==> src/rtl/cnn_layer_sequencer.sv <==
// cnn_layer_sequencer
//   Central controller for the CNN inference datapath. Walks the convolution raster scan,
//   then hands off to pooling, flattening and fully connected stages via start/done
//   handshakes, and pulses o_out_valid at the end. External weight writes are granted only
//   while no inference is in flight.
//
// Ports:
//   i_clk, i_rst            clock, synchronous active-high reset
//   i_start                 inference request (sampled each cycle)
//   i_wr_req / o_wr_grant   external weight-write request / grant
//   o_tile_row, o_tile_col  current convolution tile; o_tile_valid = write outfmap now
//   o_pool_start/i_pool_done, o_flat_start/i_flat_done, o_fc_start/i_fc_done  stage handshakes
//   o_out_valid             one-cycle result-valid pulse
//   o_busy                  inference in flight (CONV through OUT)
//   o_error                 one-cycle pulse on stage timeout
module cnn_layer_sequencer #(
    parameter int CONV_WIDTH  = 10,
    parameter int CONV_HEIGHT = 10,
    parameter int TIMEOUT     = 16,
    parameter int ROW_W       = $clog2(CONV_HEIGHT),
    parameter int COL_W       = $clog2(CONV_WIDTH),
    parameter int TO_W        = $clog2(TIMEOUT + 1)
) (
    input  logic             i_clk,
    input  logic             i_rst,
    input  logic             i_start,
    input  logic             i_wr_req,
    output logic             o_wr_grant,
    output logic [ROW_W-1:0] o_tile_row,
    output logic [COL_W-1:0] o_tile_col,
    output logic             o_tile_valid,
    output logic             o_pool_start,
    input  logic             i_pool_done,
    output logic             o_flat_start,
    input  logic             i_flat_done,
    output logic             o_fc_start,
    input  logic             i_fc_done,
    output logic             o_out_valid,
    output logic             o_busy,
    output logic             o_error
);

    typedef enum logic [2:0] {
        StIdle,
        StLoad,
        StConv,
        StPool,
        StFlat,
        StFc,
        StOut
    } state_e;

    state_e           r_state;
    logic             r_pending;
    logic [ROW_W-1:0] r_row;
    logic [COL_W-1:0] r_col;
    logic [TO_W-1:0]  r_cnt;
    logic             r_error;

    state_e           w_state_d;
    logic             w_pending_d;
    logic [ROW_W-1:0] w_row_d;
    logic [COL_W-1:0] w_col_d;
    logic [TO_W-1:0]  w_cnt_d;
    logic             w_error_d;

    logic             w_last_col;
    logic             w_last_row;
    logic             w_stage_done;
    state_e           w_stage_next;

    assign w_last_col = (r_col == COL_W'(CONV_WIDTH - 1));
    assign w_last_row = (r_row == ROW_W'(CONV_HEIGHT - 1));

    // Done input and successor for whichever handshake stage is active.
    always_comb begin
        w_stage_done = 1'b0;
        w_stage_next = StIdle;
        case (r_state)
            StPool: begin
                w_stage_done = i_pool_done;
                w_stage_next = StFlat;
            end
            StFlat: begin
                w_stage_done = i_flat_done;
                w_stage_next = StFc;
            end
            StFc: begin
                w_stage_done = i_fc_done;
                w_stage_next = StOut;
            end
            default: begin
                w_stage_done = 1'b0;
                w_stage_next = StIdle;
            end
        endcase
    end

    always_comb begin
        w_state_d   = r_state;
        w_pending_d = r_pending;
        w_row_d     = r_row;
        w_col_d     = r_col;
        w_cnt_d     = r_cnt;
        w_error_d   = 1'b0;

        unique case (r_state)
            StIdle: begin
                // A write request wins; a coincident start is remembered.
                if (i_wr_req) begin
                    w_state_d   = StLoad;
                    w_pending_d = i_start;
                end else if (i_start) begin
                    w_state_d = StConv;
                end
            end

            StLoad: begin
                if (!i_wr_req) begin
                    w_state_d   = (r_pending || i_start) ? StConv : StIdle;
                    w_pending_d = 1'b0;
                end else if (i_start) begin
                    w_pending_d = 1'b1;
                end
            end

            StConv: begin
                if (w_last_col) begin
                    w_col_d = '0;
                    if (w_last_row) begin
                        w_row_d   = '0;
                        w_state_d = StPool;
                        w_cnt_d   = '0;
                    end else begin
                        w_row_d = r_row + 1'b1;
                    end
                end else begin
                    w_col_d = r_col + 1'b1;
                end
            end

            StPool, StFlat, StFc: begin
                // r_cnt == 0 marks the start-pulse cycle, where done is not yet looked at.
                if (r_cnt != '0 && w_stage_done) begin
                    w_state_d = w_stage_next;
                    w_cnt_d   = '0;
                end else if (r_cnt == TO_W'(TIMEOUT - 1)) begin
                    w_state_d = StIdle;
                    w_error_d = 1'b1;
                    w_cnt_d   = '0;
                end else begin
                    w_cnt_d = r_cnt + 1'b1;
                end
            end

            StOut: begin
                w_state_d = StIdle;
            end

            default: begin
                w_state_d = StIdle;
            end
        endcase
    end

    always_ff @(posedge i_clk) begin
        if (i_rst) begin
            r_state   <= StIdle;
            r_pending <= 1'b0;
            r_row     <= '0;
            r_col     <= '0;
            r_cnt     <= '0;
            r_error   <= 1'b0;
        end else begin
            r_state   <= w_state_d;
            r_pending <= w_pending_d;
            r_row     <= w_row_d;
            r_col     <= w_col_d;
            r_cnt     <= w_cnt_d;
            r_error   <= w_error_d;
        end
    end

    assign o_wr_grant   = (r_state == StLoad);
    assign o_tile_valid = (r_state == StConv);
    assign o_tile_row   = r_row;
    assign o_tile_col   = r_col;
    assign o_pool_start = (r_state == StPool) && (r_cnt == '0);
    assign o_flat_start = (r_state == StFlat) && (r_cnt == '0);
    assign o_fc_start   = (r_state == StFc) && (r_cnt == '0);
    assign o_out_valid  = (r_state == StOut);
    assign o_busy       = (r_state == StConv) || (r_state == StPool) || (r_state == StFlat) ||
                          (r_state == StFc) || (r_state == StOut);
    assign o_error      = r_error;

endmodule

==> config.mk <==
export PLATFORM = sky130hd
export DESIGN_NAME = cnn_layer_sequencer
export DESIGN_NICKNAME = d
export VERILOG_FILES = /design/src/rtl/cnn_layer_sequencer.sv
export SDC_FILE = /design/constraint.sdc
export NUM_CORES = 1
export LEC_CHECK = 0
export CAP_MARGIN = 20
export CORE_AREA = 2 2 50 52
export CTS_CLUSTER_SIZE = 20
export DETAILED_ROUTE_END_ITERATION = 8
export DIE_AREA = 0 0 52 54
export GPL_TIMING_DRIVEN = 0
export PLACE_DENSITY = 0.79
export SLEW_MARGIN = 20
export SYNTH_ARGS = -nofsm -noshare
export SYNTH_HDL_FRONTEND = slang
export SYNTH_SLANG_ARGS = --single-unit
==> constraint.sdc <==
create_clock -name i_clk -period 2.05 [get_ports i_clk]
set_input_delay 0.41 -clock i_clk [delete_from_list [all_inputs] [get_ports i_clk]]
set_output_delay 0.41 -clock i_clk [all_outputs]
set_load 0.005 [all_outputs]
==> results of run 1 <==
-- synth_stat cells --
cell      instances  area share, %
o21bai_1          1           0.70
and2_1            2            1.2
a211oi_1          1           0.70
a22o_1            1           0.81
o21ai_2           1           0.81
o21ai_0           7            3.2
nor2b_1           5            2.9
nor2b_2           1           0.81
nand4_1           1           0.58
nor2_1           17            5.9
a221oi_1          1           0.81
or4b_1            2            1.9
dfxtp_1          18             33
clkbuf_8          1            1.3
a22oi_1           2            1.4
nand2_1           6            2.1
a41oi_1           1           0.81
nand3_1           5            2.3
a21oi_1          12            5.6
a21boi_0          1           0.70
ha_1              2            2.3
a31oi_1           1           0.58
nor4b_1           1           0.81
mux2i_1           2            1.9
o32a_1            1           0.93
nand3b_1          1           0.70
clkbuf_1          3            1.0
xnor2_1           3            2.4
nand2b_1          1           0.58
and4bb_1          1            1.2
xor2_1            1           0.81
inv_1             4            1.4
nand4b_1          1           0.81
a41o_1            1           0.93
or4_1             1           0.70
or3_1             1           0.58
nor3b_4           1            1.7
a211oi_4          1            1.9
nor3_1            3            1.4
and3_1            4            2.3
buf_2             2           0.93
o21ai_1           2           0.93
a21oi_4           1            1.5
buf_6             1            1.0
nor3b_1           4            2.8
-- routing by layer --
layer,track usage (%),part of all wire (%)
met4,8.77,0.98
met3,2.78,3.3
met1,23.7,44
met5,0,0
met2,37.6,52
-- stage by stage --
step | worst slack (ns) | util [%] | power [mW]
after floorplan | 0.295 | - | 0.753
after global placement | -0.188 | 57.2 | 0.891
final | 0.00924 | 63.9 | 1.21
after detailed placement | -0.193 | 57.2 | 0.903
after global routing | -0.0729 | 63.9 | 1.28
after CTS | -0.0541 | 62.8 | 1.18
-- worst min-delay path: stages (launching register included) --
cell and delay, ns:
dfxtp_1 0.35, o21ai_0 0.08, a21oi_1 0.06
-- power by group through the flow --
stage	combinational (mW)	clock [mW]	sequential [mW]
after detailed placement	0.472	0	0.431
final	0.557	0.220	0.432
after global routing	0.599	0.239	0.438
after floorplan	0.327	0	0.425
after global placement	0.461	0	0.430
after CTS	0.526	0.224	0.428
-- flip-flops by register name (all words and copies together), names as in the netlist --
signal and cells:
r_cnt 5, o_tile_col 4, o_tile_row 4, r_state 3, o_error 1, r_pending 1
-- kinds of logic (layout without fill, tap and decap cells) --
group,count (synthesis),in the layout
compound gates,35,35
simple gates,58,58
buf+inv,11,44
xor+xnor,4,4
mux,2,2
flops,18,18
fa+ha+maj,2,2
-- layout make-up --
class	instances	share of cell area [%]
multi-input cells	101	47.8
flip-flops and latches	18	24.6
repair buffers	30	17.9
plain buffers	6	3.71
well taps	30	2.53
clock buffers	4	2.45
inverters	4	1.01
-- final timing paths --
| path | end | slack [ns] | cells past startpoint |
|---|---|---|---|
| max | o_flat_start | 0.009 | 5 |
| min | o_tile_row[3] | 0.53 | 2 |
| max reg2reg | r_state[1] | 0.08 | 7 |
| min reg2reg | o_tile_row[3] | 0.53 | 2 |
-- what timing repair did --
item	4_1_cts	5_1_grt
hold buffers	0	0
pin swaps	2	1
setup endpoints to repair	7	4
gates resized for setup	25	7
endpoints found under the hold margin	0	0
buffers inserted	5	4
==> impl_metrics.py, run 1 <==
metrics = {
    "timing": {
        "fin_setup_tns_ns": 0,
        "finalSetupViolations": 0,
        "post-route-period-util_pct": 99.5,
        "fin_hold_ws_ns": 0.528,
        "hold_violations": 0,
        "fmax_mhz": 490,
        "worstMarginPinSlew_ns": 0.478,
        "slew_violations": 0,
        "fin_skew_ns": 0.00102,
        "period_needed_ns": 2.04,
        "relSlewSlack_pct": 68.1,
        "rsz0062_at_grt": "yes",
    },
    "floorplanning": {
        "die_width_microns": 52,
        "row_count": 18,
        "dieArea_sq_um": 2810,
        "fp.dieH_microns": 54,
        "initial_utilization_pct": 46.5,
        "num_io_pins": 23,
        "fp.coreArea_sq_um": 2320,
    },
    "placed_design": {
        "port_buffers": 21,
        "place_inst": 181,
        "gp_congestion": 0.795,
        "place_area_sq_um": 1330,
        "dp_hpwl_microns": 1770,
    },
    "pwr": {
        "p_leak_nw": 0.593,
        "vdd_drop_max_v": 0.000443,
        "pwr-share-comb_pct": 46.0,
        "internal_power_mw": 0.796,
        "p_sw_mw": 0.413,
        "seq_power_share_pct": 35.7,
        "pwr-share-clk_pct": 18.2,
        "switching_share_pct": 34.2,
        "power_density_nw_per_um2": 816,
    },
    "clock_tree": {
        "clkTransAtPathRegs_ns": 0.10,
        "ctsRootBufferMaster": "clkbuf_4",
        "h-tree-depth": 1,
        "cts_buffers": 3,
        "cts.sinks": 18,
        "tritoncts": "done",
        "clock_latency_ns": 0.29,
        "clock_path_buffers": 2,
    },
    "logic_synthesis": {
        "synthMuxAreaShare_pct": 1.86,
        "synth.distinct_cells": 45,
        "syn_inst": 130,
        "yosysSeqAreaShare_pct": 33.4,
        "syn_avg_cell_area_sq_um": 8.30,
        "synth-simple-area-share_pct": 31.2,
        "synth-seq-cells": 18,
        "netlist_area_sq_um": 1080,
        "synthesis.nets": 139,
        "synth_fa_ha_area_share_pct": 2.32,
        "synth_top_family_by_area": "simple AND/OR/NAND/NOR gates",
        "yosysWarnings": 0,
        "synth_compound_area_share_pct": 22.3,
        "post_synth_xor_area_fraction_pct": 3.25,
    },
    "worst_setup_path": {
        "cp_max_fo": 4,
        "cp_slowest_cell": "or4b_4",
        "cp_cell_sequence": "inv_2, ha_4, or4b_4, nor3_2, buf_2",
        "path_buf_inv": 2,
        "worstPathArrival_ns": 1.63,
        "path_class": "reg2out",
        "critPathMaxStageDelay_ns": 0.50,
        "cp.required_ns": 1.64,
        "rr_startpoint": "r_cnt[0]",
        "startpoint": "r_cnt[0]",
        "crit_family": "simple AND/OR/NAND/NOR gates",
        "worstSetupStartpointType": "flip-flop",
        "critPathCaptureType": "primary output",
    },
    "final_layout": {
        "layout.cells.non_filler": 193,
        "drive_above_1_share_pct": 22.1,
        "multi_input_comb_area_sq_um": 708,
        "final_common_cell": "clkdlybuf4s50_1",
        "ff_latch_area_sq_um": 365,
        "n_antenna_cell": 0,
        "fillers": 187,
        "nNetsFinal": 173,
        "area_growth_pct": 37.5,
        "finalInstanceArea_sq_um": 1480,
        "layout_common_cells": "clkdlybuf4s50_1 (17), nor2_1 (16), dfxtp_1 (14)",
    },
    "drt": {
        "wire_per_inst_microns": 14.3,
        "dr.pass1.iters": 4,
        "vias": 1082,
        "drc": 0,
        "wl_microns": 2760,
        "drtAntennaViolNets": 0,
        "avgViaCountPerCell": 5.61,
        "drtIter0Drc": 29,
    },
    "outcome": {
        "status": "complete, no violations",
    },
    "grt": {
        "grt_pass1_vias": 1003,
        "antenna_found_initial": 0,
        "grt_usage_pct": 20.5,
        "gr-total-overflow": 0,
        "grt_start_max_net_pins": 11,
        "grt_pass1_wl_microns": 4260,
    },
    "min_path": {
        "hold_class": "reg2reg",
        "holdCritStartpoint": "o_tile_row[3]",
    },
    "flow_run": {
        "maxCapViolations": 0,
    },
}
Note: power is estimated with default switching activity, not from simulation.
==> run 2: changes to the inputs <==
==> constraint.sdc (replaced) <==
create_clock -name i_clk -period 2.2 [get_ports i_clk]
set_input_delay 0.44 -clock i_clk [delete_from_list [all_inputs] [get_ports i_clk]]
set_output_delay 0.44 -clock i_clk [all_outputs]
set_load 0.005 [all_outputs]
==> run 2 against run 1 <==
  * Combinational power decreased by 11%
  * Largest power group unchanged
  * Sequential power decreased by 7.2%
  * Clock power shrank 6%
==> impl_metrics.py, run 2 (synthesis gave the netlist of run 1 again) <==
metrics = {
    "timing": {
        "fmax_mhz": 472,
        "finalSetupViolations": 0,
        "fin_setup_tns_ns": 0,
        "hold_violations": 0,
        "slew_violations": 0,
        "worstMarginPinSlew_ns": 0.456,
        "fin_skew_ns": 0.00578,
        "period_needed_ns": 2.12,
        "relSlewSlack_pct": 69.6,
        "post-route-period-util_pct": 96.2,
    },
    "worst_setup_path": {
        "crit_family": "simple AND/OR/NAND/NOR gates",
        "worstSetupStartpointType": "flip-flop",
        "cp_cell_sequence": "inv_4, ha_4, or4b_4, nor3_1, buf_2",
        "critPathMaxStageDelay_ns": 0.52,
        "cp.depth": 5,
        "path_buf_inv": 2,
        "cp_max_fo": 6,
        "path_class": "reg2out",
        "reg2reg_depth": 8,
        "cp_slowest_cell": "or4b_4",
        "cp.required_ns": 1.76,
        "worstPathArrival_ns": 1.68,
        "critPathCaptureType": "primary output",
    },
    "final_layout": {
        "layout_common_cells": "clkdlybuf4s50_1 (17), nor2_1 (16), dfxtp_1 (15)",
        "largest-register": "r_cnt",
        "nNetsFinal": 170,
        "fillers": 188,
        "finalInstanceArea_sq_um": 1460,
        "area_growth_pct": 35.4,
        "drive_above_1_share_pct": 18.8,
        "final_common_cell": "clkdlybuf4s50_1",
        "largest_reg_flops": 5,
        "n_antenna_cell": 0,
    },
    "pwr": {
        "p_leak_nw": 0.597,
        "power_density_nw_per_um2": 757,
        "vdd_drop_max_v": 0.000425,
    },
    "placed_design": {
        "port_buffers": 21,
        "dp_hpwl_microns": 1770,
        "gp_congestion": 0.795,
        "place_area_sq_um": 1330,
    },
    "floorplanning": {
        "initial_utilization_pct": 46.5,
        "dieArea_sq_um": 2810,
        "fp.dieH_microns": 54,
        "die_width_microns": 52,
        "row_count": 18,
        "num_io_pins": 23,
        "fp.coreArea_sq_um": 2320,
    },
    "clock_tree": {
        "cts_buffers": 3,
        "clock_latency_ns": 0.29,
        "clock_path_buffers": 2,
        "cts.sinks": 18,
        "cts_hold_buf": 0,
        "ctsRootBufferMaster": "clkbuf_4",
        "clkTransAtPathRegs_ns": 0.11,
        "tritoncts": "done",
        "h-tree-depth": 1,
    },
    "grt": {
        "grt_pass1_vias": 1004,
        "gr-total-overflow": 0,
        "grt_pass1_wl_microns": 4330,
        "grt_usage_pct": 20.8,
        "antenna_found_initial": 0,
        "grt_start_max_net_pins": 11,
    },
    "drt": {
        "dr.pass1.iters": 4,
        "drtAntennaViolNets": 0,
        "vias": 1048,
        "wl_microns": 2680,
        "wire_per_inst_microns": 14.1,
        "avgViaCountPerCell": 5.52,
        "drtIter0Drc": 23,
        "drc": 0,
    },
    "flow_run": {
        "maxCapViolations": 0,
    },
    "outcome": {
        "status": "complete, no violations",
    },
    "min_path": {
        "holdPathStages": 2,
        "hold_class": "reg2reg",
    },
}
run 2: worst paths after layout:
check	startpoint	end	slack (ns)
worst max-delay path	r_cnt[0]	o_flat_start	0.08
worst min-delay path	o_tile_row[3]	o_tile_row[3]	0.53
worst max register to register	r_cnt[0]	r_state[0]	0.24
worst min register to register	o_tile_row[3]	o_tile_row[3]	0.53
run 2: what timing repair did:
item,4_1_cts,5_1_grt
resized for setup,20,7
setup endpoints to repair,5,5
pin swaps,1,2
setup buffers,4,2
run 2: worst reg2reg max path: cells and delay by family (launching register included):
kind,cells,cell delay (ns)
and+or+nand+nor,2,0.59
DFF,1,0.37
AOI/OAI and AO/OA,2,0.48
buffers and inverters,3,0.31
adders and majority gates,1,0.15
run 2: layout make-up:
type | instances | area, sq um | area share, %
Inverter | 4 | 17.5 | 1.20
Tap cell | 30 | 37.5 | 2.57
Sequential cell | 18 | 364 | 24.9
Multi-Input combinational cell | 101 | 698 | 47.8
Timing Repair Buffer | 27 | 255 | 17.5
Buffer | 6 | 51.3 | 3.51
Clock buffer | 4 | 36.3 | 2.49
run 2: per-stage QoR:
step                      power, mW  hold WS [ns]  utilization, %  cells  setup slack, ns
after global routing           1.17         0.566            62.9    190         -0.00228
final                          1.11         0.529            62.9    190           0.0827
after CTS                      1.09         0.527            61.9    189          0.00257
after detailed placement      0.842         0.498            57.2    181          -0.0730
after floorplan               0.701         0.478               -    130            0.445
after global placement        0.830         0.484            57.2    181          -0.0680
run 2: power by group:
| group | switching [mW] | total, mW | internal (mW) |
|---|---|---|---|
| Clock | 0.106 | 0.207 | 0.101 |
| Combinational | 0.230 | 0.497 | 0.267 |
| Sequential | 0.0413 | 0.401 | 0.360 |
run 2: metal layers:
metal  share of wire [%]  GRT usage [%]  wire [microns]  vias to the layer above
met3                 4.0           2.78             106                        2
met5                   0              0               0                        -
met2                  51           38.2            1360                       25
met4                0.52           8.33              14                        0
li1                    -              -               -                      524
met1                  45           24.2            1200                      497
==> run 3: changes to the inputs <==
--- a/config.mk
+++ b/config.mk
@@ -6,12 +6,12 @@
 export NUM_CORES = 1
 export LEC_CHECK = 0
 export CAP_MARGIN = 20
-export CORE_AREA = 2 2 50 52
+export CORE_AREA = 2 2 52 54
 export CTS_CLUSTER_SIZE = 20
 export DETAILED_ROUTE_END_ITERATION = 8
-export DIE_AREA = 0 0 52 54
+export DIE_AREA = 0 0 54 56
 export GPL_TIMING_DRIVEN = 0
-export PLACE_DENSITY = 0.79
+export PLACE_DENSITY = 0.76
 export SLEW_MARGIN = 20
 export SYNTH_ARGS = -nofsm -noshare
 export SYNTH_HDL_FRONTEND = slang
==> constraint.sdc (replaced) <==
create_clock -name i_clk -period 1.8 [get_ports i_clk]
set_input_delay 0.36 -clock i_clk [delete_from_list [all_inputs] [get_ports i_clk]]
set_output_delay 0.36 -clock i_clk [all_outputs]
set_load 0.005 [all_outputs]
==> run 3 against run 2 <==
  * The run now ends with setup timing left
  * Sequential power grew 23%
  * Design area grew 13%
  * Hold slack lost 0.046 ns
  * Largest power group unchanged
  * Routed wire length grew 21%
  * Setup slack lost 0.32 ns
  * First-iteration DRC count grew 43%
  * Critical endpoint is now r_state[0]
  * Highest routed layer unchanged
  * Flip-flop and latch count is the same
  * Via count grew 12%
==> impl_metrics.py, run 3 (synthesis gave the netlist of run 1 again) <==
metrics = {
    "timing": {
        "relSlewSlack_pct": 66.2,
        "layout_setup_ws_ns": -0.235,
        "fmax_mhz": 491,
        "finalSetupViolations": 10,
        "fin_skew_ns": 0.00191,
        "fin_hold_ws_ns": 0.483,
        "post-route-period-util_pct": 113,
        "rsz0062_at_grt": "yes",
        "period_needed_ns": 2.03,
        "hold_violations": 0,
        "worstMarginPinSlew_ns": 0.506,
        "slew_violations": 0,
    },
    "worst_setup_path": {
        "rr_endpoint": "r_state[0]",
        "regToRegSetupSlack_ns": -0.23,
        "cp_max_fo": 2,
        "worstPathArrival_ns": 2.27,
        "cp.required_ns": 2.03,
        "critPathCaptureType": "flip-flop",
        "rr_startpoint": "r_cnt[0]",
        "worstSetupStartpointType": "flip-flop",
        "path_class": "reg2reg",
        "reg2reg_depth": 8,
    },
    "drt": {
        "drc": 0,
        "vias": 1174,
        "drtAntennaViolNets": 0,
        "wl_microns": 3230,
        "drtIter0Drc": 33,
        "top_layer": "met4",
        "wl_met2_microns": 1580,
        "wire_per_inst_microns": 15.8,
        "dr.pass1.iters": 4,
        "wl_met1_microns": 1340,
        "wl_met3_microns": 146,
        "avgViaCountPerCell": 5.75,
    },
    "placed_design": {
        "port_buffers": 21,
        "place_inst": 181,
        "dp_hpwl_microns": 1820,
        "gp_congestion": 0.785,
    },
    "outcome": {
        "status": "complete, but fails checks",
        "violations": "setup timing",
    },
    "final_layout": {
        "drive_above_1_share_pct": 36.2,
        "final_common_cell": "buf_4",
        "layout_common_cells": "buf_4 (17), nor2_1 (15), clkdlybuf4s50_1 (14), dfxtp_1 (14), a21oi_1 (9)",
        "ff_latch_area_sq_um": 365,
        "n_antenna_cell": 0,
        "largest-register": "r_cnt",
        "fillers": 183,
        "multi_input_comb_area_sq_um": 781,
        "largest_reg_flops": 5,
        "area_growth_pct": 53.1,
        "layout.cells.non_filler": 204,
        "nNetsFinal": 184,
    },
    "floorplanning": {
        "die_width_microns": 54,
        "num_io_pins": 23,
        "fp.coreArea_sq_um": 2430,
        "initial_utilization_pct": 44.3,
        "row_count": 18,
        "dieArea_sq_um": 3020,
        "fp.dieH_microns": 56,
    },
    "min_path": {
        "hold_class": "in2reg",
        "holdPathStages": 2,
        "holdCritStartpoint": "i_rst",
        "worst_hold_path.endpoint": "o_tile_col[3]",
    },
    "clock_tree": {
        "cts_hold_buf": 0,
        "tritoncts": "done",
        "cts.sinks": 18,
        "ctsRootBufferMaster": "clkbuf_4",
        "h-tree-depth": 1,
        "cts_buffers": 3,
        "clock_path_buffers": 2,
        "clock_latency_ns": 0.30,
        "clkTransAtPathRegs_ns": 0.11,
    },
    "grt": {
        "grt_pass1_wl_microns": 5120,
        "grt_usage_pct": 23.2,
        "antenna_found_initial": 0,
        "grt_pass1_vias": 1160,
        "gr-total-overflow": 0,
        "grt_start_max_net_pins": 11,
    },
    "pwr": {
        "vdd_drop_max_v": 0.000541,
        "p_leak_nw": 0.660,
        "power_density_nw_per_um2": 929,
    },
    "flow_run": {
        "maxCapViolations": 0,
    },
}
==> run 3: changes by cell type in the layout (fill, tap and decap cells not counted), moves of 3 or more <==
cell	change
buf_4	+11
buf_6	+5
a21oi_1	-3
clkdlybuf4s50_1	-3
dlygate4sd2_1	+3
==> run 3: power breakdown <==
| group | internal (mW) | total, mW | leakage (nW) | switching [mW] |
|---|---|---|---|---|
| clock network | 0.123 | 0.257 | 0.0210 | 0.134 |
| logic | 0.434 | 0.783 | 0.492 | 0.349 |
| registers | 0.442 | 0.494 | 0.147 | 0.0520 |
| total | 0.999 | 1.53 | 0.660 | 0.534 |
==> run 3: how the worst max path moves through the flow <==
stage,end,startpoint,cells past startpoint
6_report,r_state[0],r_cnt[0],8
3_5_place_dp,o_flat_start,r_cnt[0],6
5_1_grt,r_state[0],r_cnt[1],8
4_1_cts,o_flat_start,r_cnt[0],6
3_3_place_gp,o_flat_start,r_cnt[0],6
2_1_floorplan,r_state[1],r_cnt[0],7
==> run 3: per-stage QoR <==
| stage | cell area (sq um) | setup TNS, ns | utilization (%) | setup WS (ns) | power, mW |
|---|---|---|---|---|---|
| 2_1_floorplan | 1080 | 0 | - | 0.0447 | 0.857 |
| 3_3_place_gp | 1330 | -1.85 | 54.5 | -0.393 | 1.02 |
| 3_5_place_dp | 1330 | -2.21 | 54.5 | -0.456 | 1.03 |
| 4_1_cts | 1590 | -1.04 | 65.4 | -0.262 | 1.47 |
| 5_1_grt | 1650 | -1.84 | 67.9 | -0.271 | 1.62 |
| 6_report | 1650 | -1.16 | 67.9 | -0.235 | 1.53 |
==> run 3: what timing repair did <==
action | in CTS | in global routing
resized for setup | 51 | 12
setup endpoints to repair | 13 | 14
buffers inserted | 18 | 3
pin swaps | 10 | 6
==> run 3: area by class of cell <==
class	count	area share, %
Inverter	4	0.909
Timing Repair Buffer	41	22.0
Multi-Input combinational cell	101	47.3
Sequential cell	18	22.1
Clock buffer	4	2.20
Tap cell	30	2.27
Buffer	6	3.26
==> run 3: worst max-delay path: stages (launching register included) <==
cell and delay (ns):
dfxtp_2 0.36, inv_2 0.06, ha_4 0.16, buf_4 0.13, nor4b_4 0.13, buf_4 0.16
o32a_1 0.33, or4b_4 0.49, a21oi_2 0.15
==> run 3: routing by layer <==
layer	vias up	GRT usage [%]
met4	0	12.9
met1	561	27.8
met2	39	37.8
met3	16	3.76
li1	558	-
met5	-	0
==> variant (flow settings as in run 3) <==
Register the output `o_error` once more, cleared by the reset; this adds one clock of latency there. The other outputs are not delayed to match. Comments in the files are not updated.
--- a/src/rtl/cnn_layer_sequencer.sv
+++ b/src/rtl/cnn_layer_sequencer.sv
@@ -192,5 +192,11 @@
     assign o_busy       = (r_state == StConv) || (r_state == StPool) || (r_state == StFlat) ||
                           (r_state == StFc) || (r_state == StOut);
-    assign o_error      = r_error;
+    always_ff @(posedge i_clk) begin
+        if (i_rst) begin
+            o_error <= '0;
+        end else begin
+            o_error <= r_error;
+        end
+    end
 
 endmodule
Function: no difference found for any inputs over 10 cycles, from zero or initial values and one cycle with i_rst high; that may be too few to reach the edited logic, so the function may still have changed.
==> variant against run 3 <==
Power down 12%; combinational power down 20%; setup slack better by 0.095 ns; utilization down 4.8 points; sequential cell count up 1; the run still ends with negative setup slack left; wire length down 16%; design area down 7.1%; synthesized cell count up 6.9%; via count down 2.9%; synthesized area up 1.5%; count of clock-buffer cells in the layout unchanged; first-iteration DRC count down 3.0%; critical path type is now reg2out; die area unchanged.
==> variant: results (changes against run 3) <==
* Worst min path class: reg2reg (was in2reg)
* Status: finished with violations (unchanged)
* Worst VDD drop at 0.616 mV (was 0.541 mV)
* Final setup vio count at 10 (unchanged)
* Critical Path AT at 1.58 ns (was 2.27 ns)
* Htree depth at 1 (unchanged)
* Inserted Clock Buffers at 3 (unchanged)
* Worst slew pin tran at 0.431 ns (was 0.506 ns)
* YS warnings at 0 (unchanged)
* Sum of negative setup slack at -0.812 ns (was -1.16 ns)
* Top Family by Delay on Critical Path: simple AND/OR/NAND/NOR gates (unchanged)
* Hold Path Origin: r_error (was i_rst)
* # diodes at 0 (unchanged)
* Clock Path Buffers at 2 (unchanged)
* Failing checks: negative setup slack (unchanged)
* XOR/XNOR share of the synthesized area at 3.20% (was 3.25%)
* DP HPWL at 1760 um (was 1820 um)
* DP Worst Slack at -0.391 ns (was -0.456 ns)
* Vias per inst at 5.64 (was 5.75)
* Final nets at 182 (was 184)
* Synth Area in Adders at 2.29% (was 2.32%)
* Fillers at 220 (was 183)
* Setup ws final at -0.140 ns (was -0.235 ns)
* First-pass GRT wire length at 4350 um (was 5120 um)
* Synth top area cells: dfxtp_1 35%, nor2_1 5.5%, nor2b_1 4.6% (was dfxtp_1 33%, nor2_1 5.9%, a21oi_1 5.6%)
* I/O Buffers at 22 (was 21)
* Post-synth EDFFs at 0 (unchanged)
* Multiplexer share of the synthesized area at 0.914% (was 1.86%)
* Routed WL per cell at 13.4 um (was 15.8 um)
* Synth cell count leaders: 19 x dfxtp_1, 16 x nor2_1 (was 18 x dfxtp_1, 17 x nor2_1, 12 x a21oi_1)
* R2R Setup Slk at -0.11 ns (was -0.23 ns)
* Most flops, register: r_cnt (unchanged)
* Vias in the first global route at 987 (was 1160)
* Distinct cells, synth at 41 (was 45)
* Clock latency on the worst-skew pair at 0.29 ns
* Layout cell share with drive strength beyond 1 at 22.7% (was 36.2%)
* Synth Area in Compound Gates at 24.6% (was 22.3%)
* GR Util All Layers at 18.8% (was 23.2%)
* Crit-path max cell delay at 0.50 ns
* Gpl congestion at 0.830 (was 0.785)
* Sequential area share after synthesis at 34.7% (was 33.4%)
* CP max-delay cell: or4b_4 (unchanged)
* Worst Path Max Fanout at 5 (was 2)
* Max Clock Skew at 0.00248 ns (was 0.00191 ns)
* Leak at 0.597 nW (was 0.660 nW)
* Asr flop ratio synth at 0% (unchanged)
* Iter 0 DRT Violations at 32 (was 33)
* Post-synth net total at 148 (was 139)
* CP startpoint: r_cnt[1] (was r_cnt[0])
## variant: cell types whose count changed in the layout (fill, tap and decap cells not counted), sizes merged, moves of 3 or more
cell,run 3,this run
and3,4,1
inv,4,8
buf,25,13
nor3,3,8
a21o,0,3
a21oi,13,9
## variant: cells by family after synthesis
group	after synthesis
flops	19
xor+xnor	4
compound gates	39
simple gates	60
buf+inv	14
mux	1
fa+ha+maj	2
## variant: worst paths after layout
| path | end | depth (start not counted) |
|---|---|---|
| worst max register to register | r_cnt[2] | 8 |
| worst max-delay path | o_fc_start | 5 |
| worst min-delay path | o_error | 1 |
| worst min register to register | o_error | 1 |
## variant: routing by layer
metal	share of wire (%)	GRT usage, %	wire, um
met3	5.7	3.76	155
met2	46	28.7	1260
met4	1.0	6.43	27
met5	0	0	0
met1	47	25.7	1260
## variant: area by class of cell
class / count / area [um^2] / area share, %
buffer: 5 / 61.3 / 4.00
clock buffer: 4 / 26.3 / 1.71
inverter: 8 / 32.5 / 2.12
multi-input combinational: 106 / 722 / 47.1
sequential: 19 / 385 / 25.1
tap: 30 / 37.5 / 2.45
timing repair buffer: 30 / 269 / 17.5
## variant: repair_timing
action / CTS / global route
cloned: 0 / 0
setup buffers: 6 / 2
setup endpoints to repair: 17 / 15
gates resized for setup: 41 / 12
pin swaps: 8 / 9
## variant: power breakdown
| part | total [W] | leakage (nW) | switching [W] | internal, W |
|---|---|---|---|---|
| sequential | 0.000502 | 0.156 | 0.0000398 | 0.000462 |
| combinational | 0.000630 | 0.426 | 0.000302 | 0.000328 |
| clock | 0.000212 | 0.0150 | 0.000126 | 0.0000862 |
| total | 0.00134 | 0.597 | 0.000468 | 0.000876 |
## variant: per-stage QoR
stage               cell area [um^2]  power [W]  hold WS [ns]  cells
floorplan                       1090   0.000820         0.414    139
global placement                1350   0.000974         0.439    191
detailed placement              1350   0.000989         0.453    191
CTS                             1490    0.00131         0.464    201
global route                    1530    0.00143         0.479    202
finish                          1530    0.00134         0.464    202
